File: src/rtl/alu_op_sequencer.sv
// Op sequencer that fans a registered ALU op code to four units. It runs
// MUL/DIVU for WIDTH cycles and then issues a one-cycle HiLo write strobe.
module alu_op_sequencer #(
  parameter int         WIDTH     = 32,
  parameter bit         DIV_EN    = 1'b1,
  parameter logic [5:0] NOP_CODE  = 6'b111110,
  parameter logic [5:0] HILO_CODE = 6'b111111
) (
  input  logic       clk,
  input  logic       reset,
  input  logic [5:0] Signal,
  input  logic       valid,
  input  logic       flush,
  output logic       ready,
  output logic       busy,
  output logic       hilo_we,
  output logic [5:0] SignaltoALU,
  output logic [5:0] SignaltoSHT,
  output logic [5:0] SignaltoMUL,
  output logic [5:0] SignaltoMUX
);

  localparam int CW = $clog2(WIDTH) + 1;
  localparam logic [CW-1:0] CNT_LAST = CW'(WIDTH - 1);
  localparam logic [CW-1:0] CNT_ZERO = {CW{1'b0}};
  localparam logic [CW-1:0] CNT_ONE  = {{(CW-1){1'b0}}, 1'b1};

  localparam logic [5:0] OP_AND  = 6'b100100;
  localparam logic [5:0] OP_OR   = 6'b100101;
  localparam logic [5:0] OP_ADD  = 6'b100000;
  localparam logic [5:0] OP_SUB  = 6'b100010;
  localparam logic [5:0] OP_SLT  = 6'b101010;
  localparam logic [5:0] OP_SRL  = 6'b000010;
  localparam logic [5:0] OP_MFHI = 6'b010000;
  localparam logic [5:0] OP_MFLO = 6'b010010;
  localparam logic [5:0] OP_MUL  = 6'b011001;
  localparam logic [5:0] OP_DIVU = 6'b011011;

  typedef enum logic [1:0] {IDLE, MULT, DIVI, WRHL} state_t;

  state_t          state, state_nx;
  logic [CW-1:0]   cnt, cnt_nx, cnt_inc;
  logic [5:0]      op, op_nx;
  logic            we, we_nx;

  assign cnt_inc = cnt + CNT_ONE;

  // Next-state, counter and registered-output decode
  always_comb begin
    state_nx = state;
    cnt_nx   = cnt;
    op_nx    = op;
    we_nx    = 1'b0;
    if (flush) begin
      state_nx = IDLE;
      cnt_nx   = CNT_ZERO;
      op_nx    = NOP_CODE;
    end else begin
      case (state)
        IDLE: begin
          op_nx = NOP_CODE;
          if (valid) begin
            case (Signal)
              OP_AND, OP_OR, OP_ADD, OP_SUB, OP_SLT, OP_SRL, OP_MFHI, OP_MFLO: begin
                op_nx = Signal;
              end
              OP_MUL: begin
                op_nx    = Signal;
                cnt_nx   = CNT_ZERO;
                state_nx = MULT;
              end
              OP_DIVU: begin
                if (DIV_EN) begin
                  op_nx    = Signal;
                  cnt_nx   = CNT_ZERO;
                  state_nx = DIVI;
                end else begin
                  op_nx = NOP_CODE;
                end
              end
              default: op_nx = NOP_CODE;
            endcase
          end else begin
            op_nx = NOP_CODE;
          end
        end
        MULT, DIVI: begin
          // Leaving on the count that reaches WIDTH-1 keeps the op code up for WIDTH cycles
          cnt_nx = cnt_inc;
          if (cnt_inc == CNT_LAST) begin
            state_nx = WRHL;
          end else begin
            state_nx = state;
          end
        end
        WRHL: begin
          op_nx    = HILO_CODE;
          we_nx    = 1'b1;
          cnt_nx   = CNT_ZERO;
          state_nx = IDLE;
        end
        default: begin
          state_nx = IDLE;
          cnt_nx   = CNT_ZERO;
          op_nx    = NOP_CODE;
        end
      endcase
    end
  end

  // State and output registers
  always_ff @(posedge clk) begin
    if (reset) begin
      state <= IDLE;
      cnt   <= CNT_ZERO;
      op    <= NOP_CODE;
      we    <= 1'b0;
    end else begin
      state <= state_nx;
      cnt   <= cnt_nx;
      op    <= op_nx;
      we    <= we_nx;
    end
  end

  assign ready       = (state == IDLE);
  assign busy        = (state != IDLE);
  assign hilo_we     = we;
  assign SignaltoALU = op;
  assign SignaltoSHT = op;
  assign SignaltoMUL = op;
  assign SignaltoMUX = op;

endmodule

File: config.mk
export PLATFORM = sky130hd
export DESIGN_NAME = alu_op_sequencer
export DESIGN_NICKNAME = d
export VERILOG_FILES = /design/src/rtl/alu_op_sequencer.sv
export SDC_FILE = /design/constraint.sdc
export NUM_CORES = 1
export LEC_CHECK = 0
export ABC_AREA = 1
export CAP_MARGIN = 20
export CORE_MARGIN = 10
export CORE_UTILIZATION = 33
export CTS_BUF_LIST = sky130_fd_sc_hd__clkbuf_4
export CTS_CLUSTER_SIZE = 20
export DETAILED_ROUTE_END_ITERATION = 12
export PLACE_DENSITY = 0.7
export SYNTH_ARGS = -nofsm -noshare
export SYNTH_HDL_FRONTEND = slang
export SYNTH_SLANG_ARGS = --single-unit
File: constraint.sdc
create_clock -name clk -period 1.78 [get_ports clk]
set_clock_uncertainty 0.2 [all_clocks]
set_input_delay 0.445 -clock clk [delete_from_list [all_inputs] [get_ports clk]]
set_output_delay 0.445 -clock clk [all_outputs]
set_load 0.005 [all_outputs]
==> impl_metrics.py, run 1 <==
metrics = {
    "status": {
        "status": "finished clean",
    },
    "worst_setup_path": {
        "path_buf_inv": 3,
        "path_cells": "inv_1 -> ha_4 -> inv_2 -> clkdlybuf4s15_2",
        "rrSetupSlack_ps": 80,
        "path_delay_family": "flip-flops",
        "reg2reg_to": "state[1]$_SDFFE_PP0P_",
        "critPathRequiredTime_ps": 1130,
        "cp.depth": 4,
        "worstSetupEndpointType": "output port",
        "max_stage_delay_ps": 340,
        "startpoint": "state[1]$_SDFFE_PP0P_",
        "r2r-start": "cnt[0]$_SDFFE_PP0P_",
        "crit_path_start_kind": "register",
        "endpoint": "busy",
        "crit_type": "register to output port",
        "r2r_cells": 10,
        "cp_max_fo": 3,
        "arrival_ps": 1090,
        "cp_slowest_cell": "dfxtp_2",
    },
    "clock_tree": {
        "clk_path_buf_depth": 2,
        "cts-root-buf": "clkbuf_4",
        "h-tree-depth": 1,
        "tritoncts": "yes",
        "cts_hold_buf": 0,
        "clock_latency_ps": 290,
        "clock-sinks": 15,
        "cts_buffers": 3,
        "clkTransAtPathRegs_ps": 100,
    },
    "routing": {
        "routedWlPerCell_um": 12.66,
        "vias": 1112,
        "ant_nets": 0,
        "drc_errors": 0,
        "drt_wl_total_um": 2925,
        "routed_via_density": 4.814,
        "dr.pass1.iters": 4,
        "drt_iter0_drc": 41,
    },
    "final_layout": {
        "areaGrowthSynthToFinish_pct": 52.39,
        "fin_util_pct": 51.88,
        "fillers": 307,
        "diodes": 0,
        "final_common_cell": "buf_4",
        "num-nets-final": 213,
        "layout-drive-gt1-share_pct": 33.33,
        "final_cell_mix": "30 x buf_4, 27 x nand2_1, 24 x dlygate4sd2_1",
    },
    "min_path": {
        "min-delay-path-class": "register to register",
    },
    "grt": {
        "grt_pass1_vias": 1084,
        "overflow": 0,
        "antenna_found_initial": 0,
        "grtUsageTotal_pct": 10.13,
        "grt_start_max_net_pins": 10,
        "grt_first_pass_wirelength_um": 4574,
    },
    "sta": {
        "tightestPinTransition_ps": 332.7,
        "fmax_mhz": 576.7,
        "fin_crit_ps": 1734,
        "slew_viol_final": 0,
        "setup_viol": 0,
        "setup-tns-final_ps": 0,
        "hold_violations": 0,
        "slew_headroom_pct": 77.74,
        "fin_crit_sh_pct": 97.42,
    },
    "synthesis": {
        "yosysTopAreaCell": "dfxtp_1",
        "synth-simple-area-share_pct": 34.76,
        "syn_area_per_cell_um2": 6.954,
        "netlist_area_mm2": 0.001022,
        "yosys_warnings": 0,
        "synthAdderAreaFrac_pct": 4.896,
        "syn_nets": 161,
        "synth-seq-area-share_pct": 29.38,
        "synth_xor_area_share_pct": 1.591,
        "synthTopCellsByArea": "dfxtp_1 29%, buf_4 14%, nand2_1 11%",
        "yosysTopAreaCellShare_pct": 29.38,
        "ys_ff_latch": 15,
        "synth.mux.area_fraction_pct": 0,
        "synthCells": 147,
        "synth_compound_area_share_pct": 7.344,
        "synth_top_family_by_area": "simple AND/OR/NAND/NOR gates",
        "synth_cell_types": 20,
    },
    "flow_run": {
        "max_cap_viol_count": 0,
    },
    "floorplanning": {
        "start_util_pct": 34.04,
        "ioPinCount": 37,
        "die_area_mm2": 0.005724,
        "fp.dieH_um": 75.66,
        "die_w_um": 75.66,
        "core_mm2": 0.003003,
        "rows": 20,
    },
    "placed_design": {
        "dp.final_hpwl_um": 2304,
        "io_buffers": 36,
        "place.gp.congestion": 0.8740,
    },
    "power": {
        "p_per_area_mw_per_mm2": 426.6,
        "p_leak_nw": 0.7043,
        "ir_drop_v": 0.0002033,
        "p_total_mw": 0.6645,
    },
}
cells in the mapped netlist:
master	instances
dfxtp_1	15
or2_2	4
a21oi_1	10
nand2_2	3
xnor2_2	1
o21bai_1	1
nand3b_1	1
nand4_1	10
o211ai_1	1
nor2_1	11
ha_1	4
nor2_2	2
nand3_1	11
buf_4	19
o21ai_0	2
buf_6	1
nand3_2	1
nand2_1	30
inv_1	19
nor3_2	1
worst min path at each step:
stage | start | cells after the start | end
finish | cnt[5]$_SDFFE_PP0P_ | 2 | cnt[5]$_SDFFE_PP0P_
floorplan | cnt[5]$_SDFFE_PP0P_ | 2 | cnt[5]$_SDFFE_PP0P_
global route | cnt[5]$_SDFFE_PP0P_ | 2 | cnt[5]$_SDFFE_PP0P_
global placement | cnt[5]$_SDFFE_PP0P_ | 2 | cnt[5]$_SDFFE_PP0P_
detailed placement | cnt[5]$_SDFFE_PP0P_ | 2 | cnt[5]$_SDFFE_PP0P_
CTS | cnt[5]$_SDFFE_PP0P_ | 2 | cnt[5]$_SDFFE_PP0P_
worst min-delay path: stages (launching register included):
cell and delay, ps:
dfxtp_1 330, nand2_1 60, a21oi_1 50
metal layers:
metal	track usage, %	up-vias	part of all wire, %
li1	-	559	-
met1	9.316	514	41
met2	19.83	33	51
met3	3.125	6	6.7
met4	4.330	0	1.9
met5	0	-	0
state kept, by name (all words and copies together), names as in the netlist:
register,cells
cnt,6
SignaltoALU,6
hilo_we,1
state,2
cell families (layout without fill, tap and decap cells):
family | count (synthesis) | count (layout)
buffers and inverters | 39 | 90
AND/OR/NAND/NOR | 74 | 74
AO/OA/AOI/OAI | 14 | 14
adder cells (fa/ha/maj) | 4 | 4
XOR/XNOR | 1 | 1
flip-flops | 15 | 15
where the power goes:
part / leakage, nW / internal (mW) / switching, mW
sequential: 0.121 / 0.338 / 0.00151
clock: 0.0177 / 0.0836 / 0.120
combinational: 0.566 / 0.0646 / 0.0565
total: 0.704 / 0.486 / 0.178
repair_timing:
action | in CTS | in global routing
buffers inserted | 9 | 2
gates resized for setup | 39 | 17
cloned | 0 | 0
pin swaps | 0 | 12
endpoints found under the setup margin | 28 | 16
cell type report:
class | count | area [um^2] | area share, %
Multi-Input combinational cell | 93 | 523.0 | 33.57
Inverter | 19 | 71.32 | 4.578
Sequential cell | 15 | 311.5 | 20.00
Timing Repair Buffer | 67 | 583.1 | 37.43
Clock inverter | 1 | 5.005 | 0.3213
Clock buffer | 3 | 22.52 | 1.446
Tap cell | 33 | 41.29 | 2.651
through the flow:
step           std cells  setup WS [ps]  hold slack (ps)  instance area [um^2]
6_report             231          45.85            292.3                  1558
3_3_place_gp         216         -241.6            270.5                  1420
2_1_floorplan        147          162.1            258.1                  1022
5_1_grt              231        -0.1577            333.7                  1558
3_5_place_dp         216         -306.4            282.9                  1420
4_1_cts              229          12.33            296.9                  1501
Note: power is estimated with default switching activity, not from simulation.
==> run 2, diff against run 1 <==
- RECOVER_POWER: default -> 50
==> impl_metrics.py, run 2 (synthesis gave the netlist of run 1 again) <==
metrics = {
    "sta": {
        "fmax_mhz": 576.7,
        "fin_crit_sh_pct": 97.41,
        "tightestPinTransition_ps": 332.8,
        "slew_viol_final": 0,
        "fin_crit_ps": 1734,
        "setup_viol": 0,
        "slew_headroom_pct": 77.73,
        "hold_violations": 0,
    },
    "routing": {
        "vias": 1111,
        "routedWlPerCell_um": 12.67,
        "dr.pass1.iters": 4,
        "routed_via_density": 4.810,
        "ant_nets": 0,
        "drt_wl_total_um": 2926,
        "drc_errors": 0,
        "drt_iter0_drc": 53,
    },
    "floorplanning": {
        "fp.dieH_um": 75.66,
        "core_mm2": 0.003003,
        "rows": 20,
        "die_area_mm2": 0.005724,
        "ioPinCount": 37,
        "die_w_um": 75.66,
        "start_util_pct": 34.04,
    },
    "status": {
        "status": "finished clean",
    },
    "grt": {
        "grtUsageTotal_pct": 10.13,
        "grt_first_pass_wirelength_um": 4574,
        "grt_pass1_vias": 1084,
        "antenna_found_initial": 0,
        "grt_start_max_net_pins": 10,
        "overflow": 0,
    },
    "clock_tree": {
        "clk_path_buf_depth": 2,
        "clock_latency_ps": 290,
        "clkTransAtPathRegs_ps": 100,
        "clock-sinks": 15,
        "tritoncts": "yes",
        "cts_hold_buf": 0,
        "cts_buffers": 3,
        "cts-root-buf": "clkbuf_4",
        "h-tree-depth": 1,
    },
    "placed_design": {
        "place.gp.congestion": 0.8740,
        "dp.final_hpwl_um": 2304,
        "place_area_mm2": 0.001420,
        "io_buffers": 36,
    },
    "worst_setup_path": {
        "cp_max_fo": 3,
        "startpoint": "state[1]$_SDFFE_PP0P_",
        "critPathRequiredTime_ps": 1130,
        "r2r-start": "cnt[0]$_SDFFE_PP0P_",
        "crit_path_start_kind": "register",
        "crit_type": "register to output port",
        "arrival_ps": 1090,
        "worstSetupEndpointType": "output port",
    },
    "min_path": {
        "min-delay-path-class": "register to register",
        "hold_start": "cnt[5]$_SDFFE_PP0P_",
    },
    "power": {
        "ir_drop_v": 0.0002033,
        "p_per_area_mw_per_mm2": 431.2,
        "p_leak_nw": 0.6782,
    },
    "final_layout": {
        "diodes": 0,
        "final_cell_mix": "29 x buf_4, 27 x nand2_1, 24 x dlygate4sd2_1",
        "final_common_cell": "buf_4",
        "finalInstanceArea_mm2": 0.001538,
        "areaGrowthSynthToFinish_pct": 50.43,
        "num-nets-final": 213,
        "fin_util_pct": 51.21,
        "layout-drive-gt1-share_pct": 29.29,
    },
    "flow_run": {
        "max_cap_viol_count": 0,
    },
}
## run 2: path summary, 6_finish.rpt
check,to,slack (ps),cells after the start
worst max-delay path,busy,50,4
worst min-delay path,cnt[5]$_SDFFE_PP0P_,290,2
worst max register to register,state[1]$_SDFFE_PP0P_,80,10
worst min register to register,cnt[5]$_SDFFE_PP0P_,290,2
## run 2: what timing repair did
action | CTS | global route
pin swaps | 0 | 12
endpoints found under the setup margin | 28 | 16
endpoints found under the hold margin | 0 | 0
gates resized for setup | 39 | 17
setup buffers | 9 | 2
gates cloned | 0 | 0
## run 2: power breakdown
part	leakage, nW	internal, mW	switching [mW]
Combinational	0.538	0.0638	0.0561
Sequential	0.123	0.338	0.00151
Clock	0.0177	0.0836	0.120
Total	0.678	0.485	0.178
## run 2: layout make-up
class,instances,area (um^2)
Clock buffer,3,22.52
Clock inverter,1,5.005
Fill cell,313,1465
Inverter,19,71.32
Multi-Input combinational cell,93,513.0
Sequential cell,15,304.0
Tap cell,33,41.29
Timing Repair Buffer,67,580.6
## run 2: critical path, stage by stage, from the launching register on
cell and delay (ps):
dfxtp_2 340, inv_1 60, ha_4 160, inv_2 50, clkdlybuf4s15_2 190
## run 2: per-stage QoR
stage / setup WS, ps / instances / setup TNS (ps) / total power [mW] / hold WS (ps)
detailed placement: -306.4 / 216 / -3883 / 0.4623 / 282.9
floorplan: 162.1 / 147 / 0 / 0.3937 / 258.1
global route: -1.282 / 231 / -1.282 / 0.6999 / 333.7
global placement: -241.6 / 216 / -3103 / 0.4594 / 270.5
finish: 46.02 / 231 / 0 / 0.6631 / 292.3
CTS: 12.33 / 229 / 0 / 0.6638 / 296.9
## run 2: layer usage
| layer | vias to the layer above | wire [um] | global-route usage [%] |
|---|---|---|---|
| met4 | 0 | 55 | 4.330 |
| met2 | 33 | 1480 | 19.83 |
| met5 | - | 0 | 0 |
| met3 | 6 | 203 | 3.125 |
| met1 | 514 | 1187 | 9.316 |
| li1 | 558 | - | - |
==> run 3, diff against run 2 <==
- SLEW_MARGIN: default -> 20
==> results of run 3 <==
Final layout, timing and power as in run 2 (identical DEF).
